$ cat src/rtl/fetch_pkg.sv
`default_nettype none
// ============================================================================
//  Module      : fetch_pkg
//  Description : Shared constants and FSM state encoding for the instruction
//                fetch front end of the 8-bit accumulator processor.
//  Revision    : 1.0 - initial release
// ============================================================================
package fetch_pkg;

  // Default widths of the fetch datapath
  localparam int FETCH_ADDR_W = 8;
  localparam int FETCH_DATA_W = 8;

  // Instruction byte layout: {opcode[7:5], immediate[4:0]}
  localparam int OPC_MSB = 7;
  localparam int OPC_LSB = 5;
  localparam int IMM_W   = 5;

  // Fetch FSM states
  typedef enum logic [1:0] {
    IDLE = 2'd0,
    WAIT = 2'd1,
    DROP = 2'd2
  } fetch_state_e;

endpackage : fetch_pkg
`default_nettype wire

$ cat src/rtl/fetch_fifo.sv
`default_nettype none
// ============================================================================
//  Module      : fetch_fifo
//  Description : Small prefetch FIFO holding {pc, instruction} entries.
//                Synchronous flush, occupancy count, zero head when empty.
//  Revision    : 1.0 - initial release
// ============================================================================
module fetch_fifo #(
  parameter int DEPTH = 2,
  parameter int WIDTH = 16
) (
  input  logic                       clk,
  input  logic                       rst_n,
  input  logic                       i_flush,
  input  logic                       i_push,
  input  logic [WIDTH-1:0]           i_data,
  input  logic                       i_pop,
  output logic [WIDTH-1:0]           o_head,
  output logic [$clog2(DEPTH+1)-1:0] o_count
);

  localparam int PTR_W = (DEPTH > 1) ? $clog2(DEPTH) : 1;
  localparam int CNT_W = $clog2(DEPTH + 1);

  logic [WIDTH-1:0] r_mem [DEPTH];
  logic [PTR_W-1:0] r_wr_ptr;
  logic [PTR_W-1:0] r_rd_ptr;
  logic [CNT_W-1:0] r_count;

  logic w_empty;
  logic w_full;
  logic w_do_pop;
  logic w_do_push;

  // Pointer advance with explicit wrap so non-power-of-two ranges stay safe
  function automatic logic [PTR_W-1:0] next_ptr(input logic [PTR_W-1:0] p);
    return (p == PTR_W'(DEPTH - 1)) ? '0 : p + 1'b1;
  endfunction

  assign w_empty   = (r_count == '0);
  assign w_full    = (r_count == CNT_W'(DEPTH));
  // Pop on empty is ignored; push into a full FIFO only with a simultaneous pop
  assign w_do_pop  = i_pop & ~w_empty;
  assign w_do_push = i_push & (~w_full | w_do_pop);

  // Pointer and occupancy bookkeeping; flush discards all entries
  always_ff @(posedge clk or negedge rst_n) begin
    if (!rst_n) begin
      r_wr_ptr <= '0;
      r_rd_ptr <= '0;
      r_count  <= '0;
    end else if (i_flush) begin
      r_wr_ptr <= '0;
      r_rd_ptr <= '0;
      r_count  <= '0;
    end else begin
      if (w_do_push) r_wr_ptr <= next_ptr(r_wr_ptr);
      if (w_do_pop)  r_rd_ptr <= next_ptr(r_rd_ptr);
      if (w_do_push && !w_do_pop)      r_count <= r_count + 1'b1;
      else if (!w_do_push && w_do_pop) r_count <= r_count - 1'b1;
    end
  end

  // Entry storage; contents are don't-care until written
  always_ff @(posedge clk) begin
    if (w_do_push && !i_flush) r_mem[r_wr_ptr] <= i_data;
  end

  assign o_head  = w_empty ? '0 : r_mem[r_rd_ptr];
  assign o_count = r_count;

endmodule : fetch_fifo
`default_nettype wire

$ cat src/rtl/instr_fetch.sv
`default_nettype none
// ============================================================================
//  Module      : instr_fetch
//  Description : Instruction fetch front end. Owns the PC, issues req/ack
//                memory reads with credit-based flow control into a prefetch
//                FIFO, and handles branch redirects including in-flight drops.
//  Revision    : 1.0 - initial release
// ============================================================================
module instr_fetch
  import fetch_pkg::*;
#(
  parameter int                ADDR_W   = FETCH_ADDR_W,
  parameter int                DATA_W   = FETCH_DATA_W,
  parameter int                DEPTH    = 2,
  parameter logic [ADDR_W-1:0] RESET_PC = '0
) (
  input  logic              clk,
  input  logic              rst_n,
  output logic              mem_req,
  output logic [ADDR_W-1:0] mem_addr,
  input  logic              mem_ack,
  input  logic [DATA_W-1:0] mem_rdata,
  input  logic              brnch,
  input  logic [ADDR_W-1:0] brnch_target,
  output logic              instr_valid,
  input  logic              instr_ready,
  output logic [DATA_W-1:0] instr,
  output logic [2:0]        opcode,
  output logic [4:0]        immediate,
  output logic [ADDR_W-1:0] instr_pc
);

  localparam int CNT_W = $clog2(DEPTH + 1);
  localparam int ENT_W = ADDR_W + DATA_W;

  fetch_state_e      r_state;
  logic [ADDR_W-1:0] r_pc;
  logic [ADDR_W-1:0] r_addr;
  logic              r_req;

  logic [CNT_W-1:0]  w_count;
  logic [ENT_W-1:0]  w_head;
  logic              w_valid;
  logic              w_pop;
  logic              w_push;
  logic [CNT_W:0]    w_count_after;
  logic              w_has_room;
  logic              w_room_after;

  assign w_valid = (w_count != '0);
  assign w_pop   = w_valid & instr_ready;
  // Acked data is only kept when no redirect arrives in the same cycle
  assign w_push  = (r_state == WAIT) & mem_ack & ~brnch;

  // Occupancy after this cycle's push/pop; decides whether to keep requesting
  assign w_count_after = {1'b0, w_count} + {{CNT_W{1'b0}}, w_push}
                       - {{CNT_W{1'b0}}, w_pop};
  assign w_room_after  = (w_count_after < (CNT_W+1)'(DEPTH));
  assign w_has_room    = ({1'b0, w_count} < (CNT_W+1)'(DEPTH));

  // Fetch FSM: PC, request address and request strobe are all registered
  always_ff @(posedge clk or negedge rst_n) begin
    if (!rst_n) begin
      r_state <= IDLE;
      r_pc    <= RESET_PC;
      r_addr  <= RESET_PC;
      r_req   <= 1'b0;
    end else begin
      case (r_state)
        IDLE: begin
          if (brnch) begin
            r_pc    <= brnch_target;
            r_addr  <= brnch_target;
            r_req   <= 1'b1;
            r_state <= WAIT;
          end else if (w_has_room) begin
            r_addr  <= r_pc;
            r_req   <= 1'b1;
            r_state <= WAIT;
          end
        end
        WAIT: begin
          if (brnch) begin
            r_pc <= brnch_target;
            if (mem_ack) begin
              // Old request completed this cycle: redirect immediately
              r_addr <= brnch_target;
            end else begin
              // Old request still pending: hold it and discard its data later
              r_state <= DROP;
            end
          end else if (mem_ack) begin
            r_pc <= r_pc + 1'b1;
            if (w_room_after) begin
              r_addr <= r_pc + 1'b1;
            end else begin
              r_req   <= 1'b0;
              r_state <= IDLE;
            end
          end
        end
        DROP: begin
          if (mem_ack) begin
            // Stale data retired; request the redirect target (FIFO is empty)
            r_pc    <= brnch ? brnch_target : r_pc;
            r_addr  <= brnch ? brnch_target : r_pc;
            r_state <= WAIT;
          end else if (brnch) begin
            r_pc <= brnch_target;
          end
        end
        default: begin
          r_req   <= 1'b0;
          r_state <= IDLE;
        end
      endcase
    end
  end

  fetch_fifo #(
    .DEPTH (DEPTH),
    .WIDTH (ENT_W)
  ) u_fifo (
    .clk     (clk),
    .rst_n   (rst_n),
    .i_flush (brnch),
    .i_push  (w_push),
    .i_data  ({r_addr, mem_rdata}),
    .i_pop   (w_pop),
    .o_head  (w_head),
    .o_count (w_count)
  );

  assign mem_req     = r_req;
  assign mem_addr    = r_addr;
  assign instr_valid = w_valid;
  assign instr       = w_head[DATA_W-1:0];
  assign instr_pc    = w_head[ENT_W-1:DATA_W];
  assign opcode      = instr[OPC_MSB:OPC_LSB];
  assign immediate   = instr[IMM_W-1:0];

endmodule : instr_fetch
`default_nettype wire
$ cat config.mk
export PLATFORM = sky130hd
export DESIGN_NAME = instr_fetch
export DESIGN_NICKNAME = d
export VERILOG_FILES = /design/src/rtl/fetch_pkg.sv /design/src/rtl/fetch_fifo.sv /design/src/rtl/instr_fetch.sv
export SDC_FILE = /design/constraint.sdc
export NUM_CORES = 1
export LEC_CHECK = 0
export ABC_AREA = 1
export ABC_CLOCK_PERIOD_IN_PS = 6300
export CAP_MARGIN = 20
export CORE_MARGIN = 2
export CORE_UTILIZATION = 45
export CTS_CLUSTER_DIAMETER = 30
export CTS_CLUSTER_SIZE = 24
export DETAILED_ROUTE_END_ITERATION = 16
export PLACE_DENSITY = 0.82
export SETUP_SLACK_MARGIN = 0.5
export SLEW_MARGIN = 25
export SYNTH_ARGS = -nofsm -noshare
export SYNTH_HDL_FRONTEND = slang
export SYNTH_SLANG_ARGS = --single-unit
$ cat constraint.sdc
create_clock -name clk -period 6.3 [get_ports clk]
set_input_delay 0.945 -clock clk [delete_from_list [all_inputs] [get_ports clk]]
set_output_delay 0.945 -clock clk [all_outputs]
set_load 0.02 [all_outputs]
======== Word level (Yosys, flattened, before mapping) ========
Memory sizes are Yosys's and may differ from the RTL's.
Index checks and enable logic that the tools add are counted.
word-level totals
  memories kept ........................... 1
  memory bits (read-only) ................. 0
  input bits .............................. 21
  RAM bits ................................ 32
  flip-flop bits (word level) ............. 23
  output and inout bits ................... 34
  latch bits .............................. 0
  logic and storage cells ................. 96
operators by class
  bitwise logic cells ..................... 10
  div/mod/pow operators ................... 0
  reduce and logical (&&, ||, !) cells .... 19
  equality and inequality tests ........... 12
  add/subtract/negate cells ............... 7
  order comparisons ....................... 2
  shifts and indexed selects .............. 0
  $mul .................................... 0
  muxes and demuxes ....................... 38
memories
  name          depth  bits a word  read ports  clocked after Yosys merged registers in  write ports  RTL line          source
  u_fifo.r_mem  2      16           1           0                                        1            fetch_fifo.sv:25  logic [WIDTH-1:0] r_mem [DEPTH];
operators with widths
  operator             count
  $mux 8               10
  $pmux 8 s3           1
  $mux 2               10
  $mux 16              1
  $pmux 8 s2           1
  $ne 3x3->1 const B   5
  $reduce_and 5->1     3
  $mux 1               13
  $add 8x1->8 const B  1
  $ne 2x2->1 const B   4
  $reduce_bool 2->1    4
  $pmux 2 s3           1
  $reduce_bool 3->1    2
  $and 1x1->1          5
  $eq 2x2->1 const B   2
  $logic_not 2->1      2
  $not 1->1            4
  $add 2x1->3          1
  $logic_and 1x1->1    3
  $logic_not 1->1      3
  $lt 3x2->1 const B   1
  $pmux 1 s3           1
  $sub 3x1->3          1
  $add 1x1->1 const B  2
  7 further kinds      7

======== Longest topological paths before layout ========
Gate-level depths: netlist of the first run.
  depth in word-level cells ............... 10
  gate-level depth with buffers ........... 15
  gate-level depth less buffers ........... 15

======== Modules after synthesis ========
From an unflattened synthesis of the first run, not the netlist that was laid out.
unflattened totals
  cell total of the unflattened synthesis .. 350
  area, all modules ....................... 2,892.8 um2
modules (own cells, without submodules)
  module       sequential area each (um2)  times used  cells each  area each (um2)
  fetch_fifo   1,061.0                     1           123         1,456.4
  instr_fetch  475.5                       1           227         1,436.4

======== Worst setup path before layout of the first run ========
No wires, ideal clock.
  kind .................................... input -> register
  start ................................... input brnch
  end ..................................... register r_addr[3] (netlist: mem_addr[3])
  stages .................................. 11
  buffers on the path ..................... 0
  arrival ................................. 2,754 ps
  path slack .............................. 3,481 ps
  library setup time ...................... 65 ps
  data required time ...................... 6,235 ps
  cells stage by stage .................... nor2_4 nand2_1 ha_1 or2_2 fa_1 nand3_1 nand2_1 inv_1 nor2_2 nand3_1 nand2_1
on the way
  word-level cells in the longest chain between the ends .. 7
  elaborated cells on any way between the ends .. 13
  classes of those cells .................. 2 x add/sub; 1 x order compare; 2 x eq/ne; 5 x mux; 2 x bitwise; 1 x reduce/logical
RTL lines
  item                               RTL line           source
  start: declaration                 instr_fetch.sv:23  input logic brnch,
  $not 1->1                          instr_fetch.sv:53  assign w_push = (r_state == WAIT) & mem_ack & ~brnch;
  $and 1x1->1                        instr_fetch.sv:53
  $add 2x1->3                        instr_fetch.sv:56  assign w_count_after = {1'b0, w_count} + {{CNT_W{1'b0}}, w_push}
  $sub 3x1->3                        instr_fetch.sv:57  - {{CNT_W{1'b0}}, w_pop};
  $lt 3x2->1                         instr_fetch.sv:58  assign w_room_after = (w_count_after < (CNT_W+1)'(DEPTH));
  $ne 3x3->1 (no source line)        -
  $reduce_and 5->1 (no source line)  -
  end signal: assignment             instr_fetch.sv:73  r_addr <= brnch_target;
  end signal: assignment             instr_fetch.sv:77  r_addr <= r_pc;
  end signal: assignment             instr_fetch.sv:87  r_addr <= brnch_target;
  end: declaration                   instr_fetch.sv:38  logic [ADDR_W-1:0] r_addr;
Several ways; a longest one is shown, not always the timed one. The select of a mux whose other input is x is not followed.
A chain may end at the register's enable or synchronous reset.

======== Worst setup path in the final report of the first run ========
Same ends and word-level chain as after synthesis.

==> results of run 1 <==
[sequential cells by signal, indices dropped and copies added (netlist names)]
name and cells:
u_fifo.r_mem 32, mem_addr 8, r_pc 8, r_state 2, u_fifo.o_count 2, mem_req 1
u_fifo.r_rd_ptr 1, u_fifo.r_wr_ptr 1
[kinds of logic (layout without fill, tap and decap cells)]
logic type	count (synthesis)	count (layout)
DFF	55	55
and+or+nand+nor	189	189
adders and majority gates	3	3
AOI/OAI and AO/OA	51	51
buffers and inverters	43	87
[critical path, delay by kind of cell]
kind	cells	cell delay (ns)
buf+inv	2	0.88
fa+ha+maj	2	0.85
simple gates	8	1.33
[power by group through the flow]
stage	logic (mW)	clock network [mW]	registers [mW]
after floorplan	0.635	0	0.591
after global placement	0.905	0	0.600
after global routing	1.03	0.243	0.613
final	0.935	0.222	0.596
after detailed placement	0.933	0	0.604
after CTS	0.940	0.228	0.595
[cell usage in the layout (no fill, tap or decap)]
cell,synthesis,layout
a21oi_1,27,27
nor3_2,1,1
buf_4,9,2
ha_1,2,2
clkbuf_8,0,5
inv_2,2,2
fa_1,1,1
nor2_2,5,5
clkdlybuf4s50_1,0,53
nand2_4,2,2
inv_1,20,20
clkinvlp_4,0,1
or2_2,1,1
nand2_2,2,2
dfrtp_1,23,23
buf_2,3,1
o21ai_2,1,1
nor2_1,16,16
nand3_1,25,25
edfxtp_1,32,32
nor2_4,1,1
a21boi_0,1,1
o21ai_0,20,20
o21ai_1,2,2
clkinv_1,1,1
inv_4,1,1
nand2_1,128,128
bufinv_16,0,1
nand4_1,8,8
[area by class of cell]
| type | instances | area [um2] | share of cell area (%) |
|---|---|---|---|
| Timing Repair Buffer | 56 | 551 | 15.7 |
| Sequential cell | 55 | 1540 | 43.9 |
| Tap cell | 77 | 96.3 | 2.75 |
| Inverter | 24 | 92.6 | 2.65 |
| Clock buffer | 5 | 68.8 | 1.97 |
| Multi-Input combinational cell | 243 | 1120 | 31.9 |
| Clock inverter | 2 | 37.5 | 1.07 |
[path summary, 6_finish.rpt]
check,start,to,depth (start not counted)
min,mem_req,mem_req,2
max,brnch,mem_addr[3],12
max reg2reg,r_state[0],mem_addr[3],12
min reg2reg,mem_req,mem_req,2
min in group asynchronous,rst_n,r_pc[1],1
max in group asynchronous,rst_n,mem_addr[2],1
[layer usage]
layer,share of wire (%),vias to the layer above
met2,51,75
met5,0,-
met3,4.9,11
li1,-,1207
met4,1.4,0
met1,43,1061
[stage by stage]
stage	power [mW]	util, %	hold WS, ns	cell area, um2	worst slack (ns)
2_1_floorplan	1.23	-	0.471	2890	3.48
3_3_place_gp	1.51	54.1	0.458	3400	2.40
3_5_place_dp	1.54	54.1	0.471	3400	2.26
4_1_cts	1.76	55.8	0.491	3500	2.53
5_1_grt	1.89	55.7	0.516	3500	2.29
6_report	1.75	55.7	0.490	3500	2.51
==> results.py, run 1 <==
metrics = {
    "floorplanning": {
        "design.die.area_mm2": 0.00708,
        "std_cell_core_area_mm2": 0.00628,
        "die-height_um": 84.2,
        "die-width_um": 84.2,
        "rows": 29,
        "initial_core_util_pct": 46.1,
        "num_io_pins": 55,
    },
    "yosys": {
        "synth_seq_cells": 55,
        "multiplexer_fraction_of_the_synthesized_cell_area_pct": 0,
        "post_synth_xor_area_fraction_pct": 0,
        "synth_simple_gate_area_share_pct": 28.0,
        "synth.area.top_cells": "edfxtp_1 (33%), dfrtp_1 (20%), nand2_1 (17%)",
        "combinational_family_with_the_most_area_after_synthesis": "simple AND/OR/NAND/NOR gates",
        "synth_most_common_cell": "nand2_1",
        "synth_warnings": 0,
        "synthAdderAreaFrac_pct": 1.56,
        "netlist.top_cell.by_area": "edfxtp_1",
        "synth_top_area_share_pct": 33.2,
        "syn_nets": 365,
        "seq_area_frac_synth_pct": 53.1,
        "synth_enable_flop_cells": 32,
        "syn-instance-count": 341,
        "postSynth.topFlopCell": "edfxtp_1",
        "synth.avg_cell_area_um2": 8.48,
        "synth_compound_gate_area_share_pct": 9.04,
        "synth_cell_type_count": 27,
        "synth.top_cells.by_count": "nand2_1 (128), edfxtp_1 (32), a21oi_1 (27), nand3_1 (25), dfrtp_1 (23)",
        "netlist_area_mm2": 0.00289,
        "ys_async_sr_fraction_pct": 41.8,
    },
    "worst_setup_path": {
        "critPathLaunchType": "input pin",
        "worst-r2r-setup-slack_ns": 3.21,
        "crit_chain": "clkdlybuf4s50_1 > nor2_4 > nand2_1 > ha_1 > or2_2 > fa_1 > nand3_1 > nand2_1 > inv_1 > nor2_2 > nand3_1 > nand2_1",
        "cp_capture_type": "flip-flop",
        "required_ns": 6.54,
        "most_common_cell_on_crit_path": "nand2_1",
        "kind_of_critical_path": "in2reg",
        "slowest_cp_cell": "clkdlybuf4s50_1",
        "critPathArrivalTime_ns": 4.02,
        "slowest_delay_ns": 0.82,
        "critPathMaxFanout": 20,
    },
    "power": {
        "power.static_leakage_nw": 1.51,
        "combinationalPowerShare_pct": 53.3,
        "share_clk_of_total_power_pct": 12.7,
        "power.share.sequential_pct": 34.0,
        "netsw_uw": 776,
        "intPower_uw": 978,
        "sw_share_pct": 44.3,
        "peakVddDrop_v": 0.000263,
        "p_per_area_mw_per_mm2": 501,
    },
    "sta": {
        "max_freq_mhz": 264,
        "final_period_demand_of_the_worst_path_ns": 3.79,
        "worst-slew-pin-transition_ns": 0.788,
        "timing.clock.skew_ns": 0.00546,
        "layout_worst_path_cycle_share_pct": 60.1,
        "rsz0062_at_grt": "false",
        "report.final.setup_viol": 0,
        "slew_viol_final": 0,
        "slew-limit-headroom_pct": 47.3,
        "final-hold-violation-count": 0,
        "tns_ns": 0,
    },
    "placement": {
        "hpwlAfterDp_mm": 4.45,
        "place_inst": 455,
        "finalWeightedCongestion": 0.892,
        "buffer_ports.inserted": 54,
    },
    "finish": {
        "fillerInstances": 565,
        "area_growth_syn_to_layout_pct": 21.0,
        "drive_gt1_share_pct": 6.75,
        "antenna-diode-count": 0,
        "final_cell_count_no_fill": 462,
        "nets": 409,
    },
    "detailed_routing": {
        "vias": 2354,
        "wl_per_cell_um": 13.3,
        "dr.pass1.iters": 4,
        "remaining_drc_errors": 0,
        "drt_wirelength_mm": 6.13,
        "final_antenna_net_count": 0,
        "drt_first_iter_violations": 168,
        "avgViaCountPerCell": 5.10,
    },
    "hold_path": {
        "hold_path.class": "reg2reg",
    },
    "clock_network": {
        "ctsHoldBuffers": 0,
        "cts_resized": 0,
        "tritoncts.num_buffers": 5,
        "clk_latency_ns": 0.30,
        "tritoncts_num_sinks": 55,
        "cts.root.buffer_cell": "clkbuf_8",
        "htreeDepth": 2,
        "post-cts-setup-buffers": 0,
        "worst_setup_hold_path_clk_slew_ns": 0.09,
        "cts_max_path_buffers": 2,
        "clock_tree_from_tritoncts": "built",
    },
    "run_status": {
        "run_status": "completed",
    },
    "global_route": {
        "groute.usage.overall_pct": 17.6,
        "globalRouteMet1Util_pct": 22.2,
        "antenna_found_initial": 0,
        "grt.busiest_layer": "met2",
        "met3_usage_grt_pct": 2.36,
        "grt_pass1_wl_mm": 10.3,
        "first_global_vias": 2285,
        "grt_overflow": 0,
        "grt_max_degree": 24,
        "met2_global_route_usage_pct": 31.7,
    },
    "job": {
        "maxCapViolCount": 0,
    },
}
(Power assumes the default switching activity.)
==> run 2: changes to the inputs <==
Settings changed: ABC_CLOCK_PERIOD_IN_PS 6300 to 3100, PLACE_DENSITY 0.82 to 0.84.
Clock period 6.3 ns to 3.1 ns, I/O delays scaled along.
==> run 2 against run 1 <==
- combinational power up 140%
- clock-buffer cell count unchanged
- clock skew up 0.0032 ns
- final cell count up 3.5%
- first-iteration DRC count up 6.5%
- global-route usage up 0.12 points
- largest power group unchanged
==> results.py, run 2 (same netlist as run 1, synthesis figures left out) <==
metrics = {
    "run_status": {
        "run_status": "completed",
    },
    "floorplanning": {
        "initial_core_util_pct": 46.1,
        "num_io_pins": 55,
        "design.die.area_mm2": 0.00708,
        "die-width_um": 84.2,
        "rows": 29,
        "std_cell_core_area_mm2": 0.00628,
        "die-height_um": 84.2,
    },
    "global_route": {
        "grt_max_degree": 24,
        "antenna_found_initial": 0,
        "grt_pass1_wl_mm": 10.1,
        "groute.usage.overall_pct": 17.8,
        "first_global_vias": 2261,
        "grt_overflow": 0,
    },
    "detailed_routing": {
        "dr.pass1.iters": 4,
        "drt_wirelength_mm": 6.43,
        "wl_per_cell_um": 13.5,
        "vias": 2500,
        "avgViaCountPerCell": 5.23,
        "remaining_drc_errors": 0,
        "final_antenna_net_count": 0,
        "drt_first_iter_violations": 179,
    },
    "placement": {
        "finalWeightedCongestion": 0.865,
        "hpwlAfterDp_mm": 4.33,
        "place_ws_ns": 0.176,
        "buffer_ports.inserted": 54,
    },
    "finish": {
        "largest-register": "u_fifo.r_mem",
        "layout.core_utilization_pct": 59.2,
        "layout_commonest_cell": "nand2_1",
        "fillerInstances": 531,
        "antenna-diode-count": 0,
        "area_growth_syn_to_layout_pct": 28.5,
        "drive_gt1_share_pct": 14.7,
        "mostFrequentLayoutCells": "nand2_1 (121), clkdlybuf4s50_1 (53), edfxtp_1 (32)",
        "final-seq-area_mm2": 0.00154,
        "largest_reg_flops": 32,
        "multi_input_comb_area_mm2": 0.00120,
        "nets": 424,
    },
    "power": {
        "peakVddDrop_v": 0.000482,
        "power.static_leakage_nw": 1.61,
        "p_per_area_mw_per_mm2": 1040,
        "power.total_mw": 3.86,
    },
    "sta": {
        "timing.clock.skew_ns": 0.00867,
        "timing.hold.ws_ns": 0.493,
        "slew-limit-headroom_pct": 62.7,
        "worst-slew-pin-transition_ns": 0.558,
        "final_period_demand_of_the_worst_path_ns": 2.55,
        "rsz0062_at_grt": "true",
        "setup_slack_ns": 0.554,
        "layout_worst_path_cycle_share_pct": 82.1,
        "report.final.setup_viol": 0,
        "tns_ns": 0,
        "final-hold-violation-count": 0,
        "max_freq_mhz": 393,
        "slew_viol_final": 0,
    },
    "worst_setup_path": {
        "kind_of_critical_path": "in2reg",
        "crit_chain": "clkdlybuf4s50_1 > nand2_2 > ha_1 > or2_4 > fa_2 > nand3_2 > nand2_2 > inv_1 > nor2_4 > nand3_2 > nand2_1",
        "critPathLaunchType": "input pin",
        "slowest_delay_ns": 0.59,
        "required_ns": 3.36,
        "cp_capture_type": "flip-flop",
        "critPathArrivalTime_ns": 2.80,
        "slowest_cp_cell": "fa_2",
        "critPathMaxFanout": 6,
    },
    "clock_network": {
        "htreeDepth": 2,
        "tritoncts.num_buffers": 5,
        "ctsHoldBuffers": 0,
        "cts_max_path_buffers": 2,
        "cts.root.buffer_cell": "clkbuf_8",
        "clock_tree_from_tritoncts": "built",
        "clk_latency_ns": 0.31,
        "worst_setup_hold_path_clk_slew_ns": 0.10,
        "tritoncts_num_sinks": 55,
    },
    "job": {
        "maxCapViolCount": 0,
    },
    "hold_path": {
        "hold_path.class": "reg2reg",
    },
}
==> run 2: changes by cell type in the layout (fill, tap and decap cells not counted), sizes merged <==
cell and delta:
buf +14, dlymetal6s2s +1, inv +1
==> run 2: report_power, final <==
group	switching (mW)	internal, mW	leakage [nW]
registers	0.150	1.00	0.570
clock network	0.236	0.244	0.0548
logic	1.32	0.906	0.989
==> run 2: layout make-up <==
cell class | instances | area share, %
Inverter | 24 | 2.56
Clock buffer | 5 | 1.85
Tap cell | 77 | 2.59
Sequential cell | 55 | 41.4
Clock inverter | 3 | 1.25
Timing Repair Buffer | 71 | 18.1
Multi-Input combinational cell | 243 | 32.3
==> run 2: through the flow <==
step / cell area [um2] / cells
2_1_floorplan: 2890 / 341
5_1_grt: 3710 / 478
3_3_place_gp: 3440 / 461
4_1_cts: 3570 / 470
6_report: 3710 / 478
3_5_place_dp: 3440 / 461
==> run 2: what timing repair did <==
item                                    in CTS  in global routing
gates resized for setup                      3                 23
buffers inserted                             1                  8
endpoints found under the setup margin      31                 33
pin swaps                                    0                 11
==> run 2: critical path, delay by kind of cell <==
family	cells	cell delay [ns]
simple gates	7	0.87
fa+ha+maj	2	0.86
buf+inv	2	0.61
==> run 2: metal layers <==
metal	track usage [%]	wire length, um	vias up
li1	-	-	1241
met1	21.2	2650	1154
met2	32.3	3280	90
met3	4.23	368	15
met4	4.40	139	0
met5	0	0	-
==> run 2: path summary, 6_finish.rpt <==
check                               endpoint  cells after the start  slack (ns)  startpoint
max in group asynchronous  u_fifo.o_count[1]                      2        2.33       rst_n
min                                  mem_req                      2        0.49     mem_req
max reg2reg                      mem_addr[4]                     13        0.56  r_state[1]
min reg2reg                          mem_req                      2        0.49     mem_req
min in group asynchronous            r_pc[1]                      2        0.51       rst_n
max                              mem_addr[4]                     11        0.55     mem_ack
